<file path="src/rtl/pipeline_pkg.sv">
// Shared types and constants for the RV32I pipeline memory stage.
package pipeline_pkg;

    typedef enum logic [1:0] {
        RES_ALU = 2'b00,
        RES_MEM = 2'b01,
        RES_PC4 = 2'b10
    } result_src_t;

    typedef enum logic {
        IDLE = 1'b0,
        REQ  = 1'b1
    } mem_state_t;

    localparam logic [3:0] BE_WORD = 4'hF;

    // One-hot byte enable for a byte access at the given lane
    function automatic logic [3:0] byte_be(input logic [1:0] lane);
        return 4'b0001 << lane;
    endfunction

endpackage

</file>
<file path="src/rtl/memory_to_writeback.sv">
// Memory->Writeback pipeline register. When not enabled it inserts a
// bubble by clearing the writeback enable; the data fields hold.
module memory_to_writeback #(
    parameter int D_WIDTH = 32,
    parameter int A_WIDTH = 5
) (
    input  logic               clk,
    input  logic               rst_n,
    input  logic               en,
    input  logic               reg_write_d,
    input  logic [1:0]         result_src_d,
    input  logic [A_WIDTH-1:0] rd_d,
    input  logic [D_WIDTH-1:0] alu_result_d,
    input  logic [D_WIDTH-1:0] read_data_d,
    input  logic [D_WIDTH-1:0] pc_plus4_d,
    output logic               reg_write_q,
    output logic [1:0]         result_src_q,
    output logic [A_WIDTH-1:0] rd_q,
    output logic [D_WIDTH-1:0] alu_result_q,
    output logic [D_WIDTH-1:0] read_data_q,
    output logic [D_WIDTH-1:0] pc_plus4_q
);

    // Capture the M-stage instruction when enabled, otherwise squash it
    always_ff @(posedge clk or negedge rst_n) begin
        if (!rst_n) begin
            reg_write_q  <= 1'b0;
            result_src_q <= 2'b00;
            rd_q         <= '0;
            alu_result_q <= '0;
            read_data_q  <= '0;
            pc_plus4_q   <= '0;
        end else if (en) begin
            reg_write_q  <= reg_write_d;
            result_src_q <= result_src_d;
            rd_q         <= rd_d;
            alu_result_q <= alu_result_d;
            read_data_q  <= read_data_d;
            pc_plus4_q   <= pc_plus4_d;
        end else begin
            reg_write_q  <= 1'b0;
        end
    end

endmodule

</file>
<file path="src/rtl/memory_stage.sv">
// Memory stage of the 5-stage RV32I pipeline: req/ack data-memory port,
// byte-lane alignment, upstream stall and the M->W register.
// Optional feature: define MEM_TIMEOUT_EN to abort accesses whose ack does
// not arrive within TIMEOUT_CYCLES request cycles (sticky mem_err).
//
//  state | meaning
//  IDLE  | no access outstanding; an access in M stalls and issues a request
//  REQ   | request driven and held stable until ack (or timeout abort)
module memory_stage
    import pipeline_pkg::*;
#(
    parameter int D_WIDTH        = 32,
    parameter int A_WIDTH        = 5,
    parameter int TIMEOUT_CYCLES = 255
) (
    input  logic               clk,
    input  logic               rst_n,
    input  logic               RegWriteM,
    input  logic [1:0]         ResultSrcM,
    input  logic               MemWriteM,
    input  logic               ATypeM,
    input  logic [D_WIDTH-1:0] ALUResultM,
    input  logic [D_WIDTH-1:0] WriteDataM,
    input  logic [A_WIDTH-1:0] RdM,
    input  logic [D_WIDTH-1:0] PCplus4M,
    output logic               StallM,
    output logic               mem_req,
    output logic               mem_we,
    output logic [D_WIDTH-1:0] mem_addr,
    output logic [3:0]         mem_be,
    output logic [D_WIDTH-1:0] mem_wdata,
    input  logic               mem_ack,
    input  logic [D_WIDTH-1:0] mem_rdata,
    output logic               RegWriteW,
    output logic [1:0]         ResultSrcW,
    output logic [A_WIDTH-1:0] RdW,
    output logic [D_WIDTH-1:0] ALUResultW,
    output logic [D_WIDTH-1:0] ReadDataW,
    output logic [D_WIDTH-1:0] PCplus4W,
    output logic               mem_err
);

    mem_state_t         state;
    logic               access;
    logic               ack_hit;
    logic               timeout_hit;
    logic [7:0]         lane_byte;
    logic [D_WIDTH-1:0] load_aligned;
    logic [D_WIDTH-1:0] read_data_d;
    logic               reg_write_d;

    assign access  = MemWriteM | (ResultSrcM == RES_MEM);
    assign ack_hit = (state == REQ) & mem_ack;

`ifdef MEM_TIMEOUT_EN
    localparam int CW = $clog2(TIMEOUT_CYCLES + 1);
    localparam logic [CW-1:0] TC_LAST = CW'(TIMEOUT_CYCLES - 1);

    logic [CW-1:0] to_cnt;
    logic          err_q;

    assign timeout_hit = (state == REQ) & ~mem_ack & (to_cnt == TC_LAST);
    assign mem_err     = err_q;

    // Count request cycles from entry into REQ; latch a sticky abort flag
    always_ff @(posedge clk or negedge rst_n) begin
        if (!rst_n) begin
            to_cnt <= '0;
            err_q  <= 1'b0;
        end else begin
            if (state == IDLE && access) begin
                to_cnt <= '0;
            end else if (state == REQ) begin
                to_cnt <= to_cnt + CW'(1);
            end
            if (timeout_hit) begin
                err_q <= 1'b1;
            end
        end
    end
`else
    logic unused_timeout;
    assign unused_timeout = (TIMEOUT_CYCLES == 0);
    assign timeout_hit    = 1'b0;
    assign mem_err        = 1'b0;
`endif

    // Stall while an access waits to issue or waits for its ack
    always_comb begin
        StallM = 1'b0;
        if (state == IDLE) begin
            StallM = access;
        end else begin
            StallM = ~(ack_hit | timeout_hit);
        end
    end

    // Select and zero-extend the addressed byte lane for byte loads
    always_comb begin
        lane_byte = mem_rdata[7:0];
        case (ALUResultM[1:0])
            2'd0: lane_byte = mem_rdata[7:0];
            2'd1: lane_byte = mem_rdata[15:8];
            2'd2: lane_byte = mem_rdata[23:16];
            2'd3: lane_byte = mem_rdata[31:24];
            default: lane_byte = mem_rdata[7:0];
        endcase
        load_aligned = ATypeM ? {{(D_WIDTH-8){1'b0}}, lane_byte} : mem_rdata;
    end

    assign read_data_d = (ack_hit & ~MemWriteM) ? load_aligned : '0;
    assign reg_write_d = RegWriteM & ~timeout_hit;

    // Request FSM: issue registered request from IDLE, release on ack/abort
    always_ff @(posedge clk or negedge rst_n) begin
        if (!rst_n) begin
            state     <= IDLE;
            mem_req   <= 1'b0;
            mem_we    <= 1'b0;
            mem_addr  <= '0;
            mem_be    <= 4'h0;
            mem_wdata <= '0;
        end else begin
            case (state)
                IDLE: begin
                    if (access) begin
                        state    <= REQ;
                        mem_req  <= 1'b1;
                        mem_we   <= MemWriteM;
                        mem_addr <= {ALUResultM[D_WIDTH-1:2], 2'b00};
                        if (ATypeM) begin
                            mem_be    <= byte_be(ALUResultM[1:0]);
                            mem_wdata <= {4{WriteDataM[7:0]}};
                        end else begin
                            mem_be    <= BE_WORD;
                            mem_wdata <= WriteDataM;
                        end
                    end
                end
                REQ: begin
                    if (ack_hit | timeout_hit) begin
                        state   <= IDLE;
                        mem_req <= 1'b0;
                        mem_we  <= 1'b0;
                    end
                end
                default: begin
                    state   <= IDLE;
                    mem_req <= 1'b0;
                    mem_we  <= 1'b0;
                end
            endcase
        end
    end

    memory_to_writeback #(
        .D_WIDTH(D_WIDTH),
        .A_WIDTH(A_WIDTH)
    ) u_m2w (
        .clk          (clk),
        .rst_n        (rst_n),
        .en           (~StallM),
        .reg_write_d  (reg_write_d),
        .result_src_d (ResultSrcM),
        .rd_d         (RdM),
        .alu_result_d (ALUResultM),
        .read_data_d  (read_data_d),
        .pc_plus4_d   (PCplus4M),
        .reg_write_q  (RegWriteW),
        .result_src_q (ResultSrcW),
        .rd_q         (RdW),
        .alu_result_q (ALUResultW),
        .read_data_q  (ReadDataW),
        .pc_plus4_q   (PCplus4W)
    );

endmodule

</file>
<file path="config.mk">
export PLATFORM = sky130hd
export DESIGN_NAME = memory_stage
export DESIGN_NICKNAME = d
export VERILOG_FILES = /design/src/rtl/pipeline_pkg.sv /design/src/rtl/memory_to_writeback.sv /design/src/rtl/memory_stage.sv
export SDC_FILE = /design/constraint.sdc
export NUM_CORES = 1
export LEC_CHECK = 0
export CAP_MARGIN = 20
export CORE_UTILIZATION = 38
export DETAILED_ROUTE_END_ITERATION = 8
export HOLD_SLACK_MARGIN = 0.06
export PLACE_DENSITY = 0.79
export SETUP_SLACK_MARGIN = 0.3
export SYNTH_ARGS = -nofsm -noshare
export SYNTH_HDL_FRONTEND = slang
export SYNTH_SLANG_ARGS = --single-unit
export TNS_END_PERCENT = 20
</file>
<file path="constraint.sdc">
create_clock -name clk -period 1.5 [get_ports clk]
set_input_delay 0.225 -clock clk [delete_from_list [all_inputs] [get_ports clk]]
set_output_delay 0.225 -clock clk [all_outputs]
set_load 0.05 [all_outputs]
</file>
Word level (Yosys, flattened, before mapping)
Cells that the tools add are included.
- multiplexer cells: 15
- reduce and logical (&&, ||, !) cells: 3
- shift-type cells: 1
- equal/unequal tests: 6
- bitwise logic cells: 6
- operators with widths (operator ; count):
    32-bit two-way mux ; 3
    8-bit case mux with 4 select lines ; 1
    1-bit two-way mux ; 7
    1-bit case mux with 2 select lines ; 3
    2-bit by 1-bit equality test with 1-bit output (second input constant) ; 2
    2-bit equality test (second input constant) ; 2
    4-bit two-way mux ; 1
    2-bit AND reduction ; 2
    1-bit by 2-bit left shift with 4-bit output (first input constant) ; 1
    1-bit inverter ; 3
    1-bit bitwise AND ; 2
    2-bit zero test ; 1
    2-bit by 1-bit != test with 1-bit output (second input constant) ; 1
    2-bit != test (second input constant) ; 1
    1-bit OR ; 1
- bits in registers: 173
- output and inout port bits: 176
- logic and storage cells: 43

Longest topological paths before layout
- depth in word-level cells: 4
- depth in mapped cells: 6
- mapped depth without buffers: 3

Modules after synthesis
Synthesis repeated with hierarchy kept, for this count alone.
- cell total of the unflattened synthesis: 514
- area total of the unflattened synthesis: 7473.4 um^2
- modules (own cells, without submodules) (module ; instances ; area an instance (um^2) ; cells an instance):
    memory_to_writeback ; 1 ; 4103.9 ; 220
    memory_stage ; 1 ; 3369.5 ; 294

Worst setup path after synthesis
No wires, ideal clock.
- kind: reg-to-reg
- start: reg state
- end: reg u_m2w.read_data_q[30]
- buffers on the path: 3
- arrival time: 1517 ps
- required time: 1433 ps
- slack: -84 ps
- stages on the path, launching flop included: 7
- clock period less this slack: 1584 ps
- cells stage by stage: dfrtp_1 -> nand2_1 -> o31a_1 -> clkbuf_1 -> buf_6 -> buf_2 -> a22o_1
- cells in the longest elaborated chain, start to end: 3
- elaborated cells between the ends (all ways): 5
- those cells by class: 2 x mux; 3 x bitwise
- ends and longest elaborated chain (item ; line ; text):
    from (decl) ; memory_stage.sv:43 ; mem_state_t state;
    from (signal assigned) ; memory_stage.sv:117 ; state <= IDLE;
    from (signal assigned) ; memory_stage.sv:127 ; state <= REQ;
    from (signal assigned) ; memory_stage.sv:142 ; state <= IDLE;
    1-bit bitwise AND ; memory_stage.sv:53 ; assign ack_hit = (state == REQ) & mem_ack;
    1-bit inverter ; memory_stage.sv:94 ; StallM = ~(ack_hit | timeout_hit);
    1-bit two-way mux (*) ; memory_stage.sv:91 ; if (state == IDLE) begin
    net StallM ; memory_stage.sv:26 ; output logic StallM,
    to (signal assigned) ; memory_to_writeback.sv:38 ; read_data_q <= read_data_d;
    to (decl) ; memory_to_writeback.sv:20 ; output logic [D_WIDTH-1:0] read_data_q,
Mark *: on every way through the listed nets, which the timed path passes. The rest lies on a longest branch.
A chain may end at the register's enable or synchronous reset.

Final worst setup path
- start: reg state
- end: reg u_m2w.read_data_q[23]
- cells in the longest elaborated chain, start to end: 3
- elaborated cells between the ends (all ways): 5
- those cells by class: 2 x mux; 3 x bitwise
- ends and longest elaborated chain (item ; line):
    1-bit bitwise AND ; memory_stage.sv:53
    1-bit bitwise AND / 1-bit inverter (equally long branches) ; memory_stage.sv:111, memory_stage.sv:94
    32-bit two-way mux / 1-bit two-way mux (equally long branches) ; memory_stage.sv:111, memory_stage.sv:91
Parallel ways exist; a longest one is shown, timed or not.

==> out/summary.txt <==
run status = finished with violations
failing checks = setup timing
Slew Limit Fails = 0
pre-CTS WS = -517 ps
Die Area = 18800 sq um
FF-to-FF End = u_m2w.read_data_q[23]
CP Data Arrival Time = 1980 ps
worst reg-to-reg setup slack = -170 ps
worst skew pair latency = 430 ps
Yosys reg bits = 173
Syn-to-layout area delta = 69.0%
DIE WIDTH = 137 um
antenna-violating nets left = 0
Net Switching = 0.00772 W
leakage power = 5.41 nW
Req. time, crit path = 1810 ps
placed cells = 1018
slowest CP cell = dfrtp_1
Port Buf Inserts = 313
Clock Tree Buf Depth = 2
post-synthesis sequential area ratio = 62.4%
Comb pwr share = 44.0%
global-route met2 utilization = 34.8%
Pre-Repair DR Iteration Count = 4
Crit Path Class = reg2reg
synth warn = 0
Final Cycle Share = 111%
H-tree Lvls = 4
Area contributors post-synth = dfrtp_1 62%, mux2_2 20%, a22o_1 3.0%
Post-Synthesis Cells = 474
power per cell area = 1640 nW/um^2
Critical Path Max Stage Delay = 430 ps
CTS tree = built
setup ws final = -169 ps
Synth Cell Area = 6940 sq um
clock network power share = 22.9%
post-layout util = 65.5%
Most Used Layer, Global Route = met2
GR Util met1 = 24.5%
Clock Sinks = 173
Fmax = 0.599 GHz
Crit. End Element = flip-flop
overall routing resource usage = 20.8%
fin cells = 1065
NumNets Final = 964
DR vias/cell = 4.87
Internal = 0.0116 W
unrepaired setup endpoints after global routing = true
Routed Wire Length = 19.5 mm
first-pass GRT wire length = 29.4 mm
Syn Area/Cell = 14.6 sq um
fraction of layout cells with a size suffix above 1 = 46.2%
R2R depth = 5
Distinct cells, synth = 28
worst min path class = in2async
Slew HR = 60.7%
Cell Chain, Critical Path = o31a_4, buf_4, buf_12, bufbuf_16, a22o_1
RR Startpoint = state
Power Total = 0.0193 W
largest fanout on the critical path = 14
Synth top area share = 62.4%
Initial Util = 38.8%
cell area after placement = 10200 sq um
Final Cell Area = 11700 sq um
cell row count = 49
Root Buffer = clkbuf_16
Clock Skews = 8.86 ps
final setup fails = 163
max-cap violations = 0
Clk pin slew, worst setup/hold paths = 70 ps
Seq pwr share = 33.1%
initial antenna violation count = 0
fin crit period = 1670 ps
Placeable Area = 17900 sq um
Synth area leader = dfrtp_1
post-detail-place hpwl = 13.4 mm
worst vdd rail ir drop = 1.25 mV
vias after detailed routing = 5190
CP startpoint kind = flip-flop
vias in the first global route = 5539
drt drc = 0
final hold violation count = 0
number of diodes = 0
Worst Tran Pin Value = 587 ps
largest net degree at the start of global routing = 54
1st-iter DRT viols = 189
DR WL/cell = 18.3 um
met3 usage = 7.96%
Net Sw Frac = 40.0%
grt ovf = 0
Die Ht = 137 um
GPL Wtd Cong = 0.777
CTS Buf Count = 17
Top Ports = 317
[critical path, delay by kind of cell, from the launching register on]
kind,cells,cell delay (ps)
DFF,1,430
buffers and inverters,3,590
AOI/OAI and AO/OA,2,540
[sequential cells by signal (all words and copies together) (netlist names), 2 cells and up]
name,count
mem_addr,30
mem_be,4
mem_wdata,32
u_m2w.alu_result_q,32
u_m2w.pc_plus4_q,32
u_m2w.rd_q,5
u_m2w.read_data_q,32
u_m2w.result_src_q,2
[placed cells by master (no fill, tap or decap), types with 3 or more instances in the layout]
master,Yosys,routed
dfrtp_1,173,173
buf_6,3,170
clkdlybuf4s50_1,0,137
mux2_2,121,108
o21ai_0,28,28
inv_1,27,27
buf_4,6,26
mux2_4,10,25
a22o_1,24,24
clkbuf_16,0,19
buf_12,0,14
nand2_1,10,9
mux2i_1,8,8
a2bb2oi_1,8,8
a32o_1,8,8
nand2b_1,7,7
inv_6,0,5
mux2_1,6,4
inv_8,0,4
buf_16,0,4
conb_1,1,3
clkinv_4,0,3
[through the flow]
step	hold slack, ps	setup TNS, ps
final	244	-16710
after global routing	271	-23760
after CTS	248	-14330
after detailed placement	142	-78200
after global placement	140	-75190
after floorplan	-70.6	0
[logic make-up (layout without fill, tap and decap cells)]
| family | count (synthesis) | count (layout) | share of synthesized area (%) |
|---|---|---|---|
| AO/OA/AOI/OAI | 73 | 73 | 7.68 |
| AND/OR/NAND/NOR | 25 | 25 | 1.97 |
| flip-flops | 173 | 173 | 62.4 |
| buffers and inverters | 57 | 417 | 3.98 |
| other | 1 | 3 | 0.0540 |
| multiplexers | 145 | 145 | 23.9 |
[what timing repair did]
item                                    4_1_cts  5_1_grt
resized for setup                           183       10
buffers inserted                              6        3
hold buffers                                  1        0
cloned                                        3        2
endpoints found under the setup margin      344      345
pin swaps                                     1        1
endpoints found under the hold margin       148        0
[metal layers]
layer	share of wire [%]	wire, um
met1	40	7880
met5	0	0
met4	1.9	377
met3	7.8	1530
met2	50	9750
[cell type report]
cell class,count,area (sq um)
clock buffers,18,429
fillers,1321,6170
well taps,229,287
inverters,27,101
multi-input cells,246,2420
flip-flops and latches,173,4330
repair buffers,358,4010
clock inverters,14,150
[power by group through the flow]
stage	Sequential (W)	Combinational, W	Clock (W)
after floorplan	0.00971	0.00141	0
after global placement	0.00623	0.00756	0
after detailed placement	0.00627	0.00762	0
after CTS	0.00638	0.00842	0.00452
after global routing	0.00652	0.00880	0.00469
final	0.00639	0.00848	0.00442
[synth_stat cells]
library cell	count
a21o_1	1
a21oi_1	2
a22o_1	24
a2bb2oi_1	8
a32o_1	8
and2_1	1
buf_1	1
buf_2	14
buf_4	6
buf_6	3
clkbuf_1	6
conb_1	1
dfrtp_1	173
inv_1	27
mux2_1	6
mux2_2	121
mux2_4	10
mux2i_1	8
nand2_1	10
nand2b_1	7
nand3b_1	1
nor2_1	1
nor2b_1	2
nor3_2	1
o21ai_0	28
o22ai_1	1
o31a_1	1
or2b_1	2
[how the worst max path moves through the flow]
stage,start,end,slack (ps)
floorplan,state,u_m2w.alu_result_q[27],6
global placement,ResultSrcM[1],mem_wdata[30],-500
detailed placement,ResultSrcM[1],mem_wdata[4],-520
CTS,state,StallM,-160
global route,state,u_m2w.read_data_q[24],-210
finish,state,u_m2w.read_data_q[23],-170
(Power assumes the default switching activity.)
==> edit, RTL diff (same flow settings) <==
The option `MEM_TIMEOUT_EN` is turned on by a define.
--- a/src/rtl/memory_stage.sv
+++ b/src/rtl/memory_stage.sv
@@ -7,4 +7,6 @@
 //  IDLE  | no access outstanding; an access in M stalls and issues a request
 //  REQ   | request driven and held stable until ack (or timeout abort)
+`define MEM_TIMEOUT_EN
+
 module memory_stage
     import pipeline_pkg::*;
Formal check against the unedited RTL: no difference found for any inputs over 4 cycles, from zero or initial values and one cycle with rst_n low; that may be too few to reach the edited logic, so the function may still have changed.
==> edit against the unedited design <==
The flow still finishes with violations (negative setup slack); area after synthesis is 7.2% higher; global-route usage is 2.0 points higher; routed wire length is 19% higher; sequential cell count is 9 higher; maximum frequency is 10% lower; power is 14% higher; worst setup slack worse by 0.19 ns; hold slack better by 0.0079 ns; final area is 9.4% higher; combinational power is 21% higher; largest power group unchanged.
==> edit: results (changes against the unedited design) <==
STA
  – Worst Setup Slack, final: -0.3621 ns (was -0.1694 ns)
  – Final hold slack: 0.2517 ns (was 0.2439 ns)
  – # setup viols final: 103 (was 163)
  – Slew margin rel.: 64.74% (was 60.72%)
  – Fin Clk Skew: 0.009711 ns (was 0.008859 ns)

Layout
  – Nets@finish: 1099 (was 964)
  – Fillers: 1323 (was 1321)
  – Layout cells sized above 1: 47.57% (was 46.17%)

Worst hold path
  – Hold Crit Class: input pin to flop (was input pin to asynchronous set/reset pin)

GRT
  – Wire length of the first global-routing pass: 34.71 mm (was 29.39 mm)
  – Gr usage total: 22.78% (was 20.82%)

Setup path
  – WP data arrival: 1.64 ns (was 1.98 ns)
  – Reg2Reg Depth: 6 (was 5)
  – Crit-path max FO: 2 (was 14)
  – Critical path origin: to_cnt[5] (was state)

Placed design
  – Dpl hpwl: 15.95 mm (was 13.36 mm)
  – Dpl cells: 1188 (was 1018)
  – Gpl congestion: 0.8132 (was 0.7765)

Logic synthesis
  – Synth Area in Adders: 0.3365% (was 0%)
  – Top cells by count, synth: dfrtp_1, nand2_1, mux2_2 (was dfrtp_1, mux2_2, o21ai_0)
  – Synth unique cells: 38 (was 28)

Detailed routing
  – Drt via density: 4.934 (was 4.873)
  – Routed WL per cell: 18.93 um (was 18.34 um)
  – First-pass detailed-route iteration total: 6 (was 4)

Status
  – Failing checks: negative setup slack (unchanged)
  – Status: finished, violations left (unchanged)
edit: cell count changes in the layout (fill, tap and decap cells not counted), moves of 9 or more:
cell     change
o21ai_2     +24
nor2_1       +9
o21ai_0     -19
mux2_2      -55
nand2_4     +32
nand2_2     +38
mux2i_1     +18
nand2_1     +71
inv_1       -23
edit: cells by family after synthesis:
| family | after synthesis |
|---|---|
| adders and majority gates | 2 |
| AOI/OAI and AO/OA | 88 |
| DFF | 182 |
| and+or+nand+nor | 182 |
| other | 1 |
| muxes | 107 |
| buffers and inverters | 43 |
| xor gates and xnor gates | 3 |
edit: worst max path at each step:
stage	endpoint
after floorplan	u_m2w.pc_plus4_q[10]
after global placement	u_m2w.pc_plus4_q[0]
after detailed placement	u_m2w.alu_result_q[19]
after CTS	StallM
after global routing	StallM
final	StallM
edit: layout make-up:
class	count	area [um^2]	share of cell area [%]
inverters	5	18.77	0.1463
multi-input cells	384	3229	25.17
clock inverters	15	167.7	1.307
flip-flops and latches	182	4561	35.55
well taps	260	325.3	2.536
repair buffers	366	4101	31.97
clock buffers	17	425.4	3.316
edit: worst max-delay path: stages (launching register included):
cell	delay, ns
dfrtp_1	0.37
nand4_1	0.23
o21ai_4	0.27
nand2_4	0.08
buf_6	0.13
buf_12	0.14
edit: stage by stage:
stage	TNS [ns]	worst slack [ns]	utilization, %	power, uW
6_report	-22.04	-0.3621	67.68	21940
5_1_grt	-25.10	-0.3972	67.68	22720
4_1_cts	-29.13	-0.3811	64.87	21300
3_5_place_dp	-52.64	-0.4419	57.57	15820
3_3_place_gp	-47.73	-0.4015	57.57	15690
2_1_floorplan	-4.940	-0.1023	-	12410
edit: metal layers:
layer	routed length, um	share of wire [%]	vias to the layer above	global-route usage [%]
li1	-	-	2791	-
met1	8969	39	3016	26.82
met2	12280	53	219	39.88
met3	1504	6.5	38	6.345
met4	508	2.2	0	7.810
met5	0	0	-	0
edit: repair_timing:
action | in CTS | in global routing
resized for setup | 224 | 128
hold buffers | 1 | 0
gates cloned | 2 | 1
setup endpoints to repair | 349 | 350
hold endpoints to repair | 71 | 0
buffers inserted | 3 | 2
pin swaps | 104 | 45
edit: report_power, final:
group / total, uW / switching [uW] / leakage (uW) / internal, uW
registers: 7110 / 1060 / 0.00224 / 6050
clock network: 4490 / 2130 / 0.000281 / 2370
logic: 10300 / 6160 / 0.00349 / 4180
total: 21900 / 9350 / 0.00601 / 12600
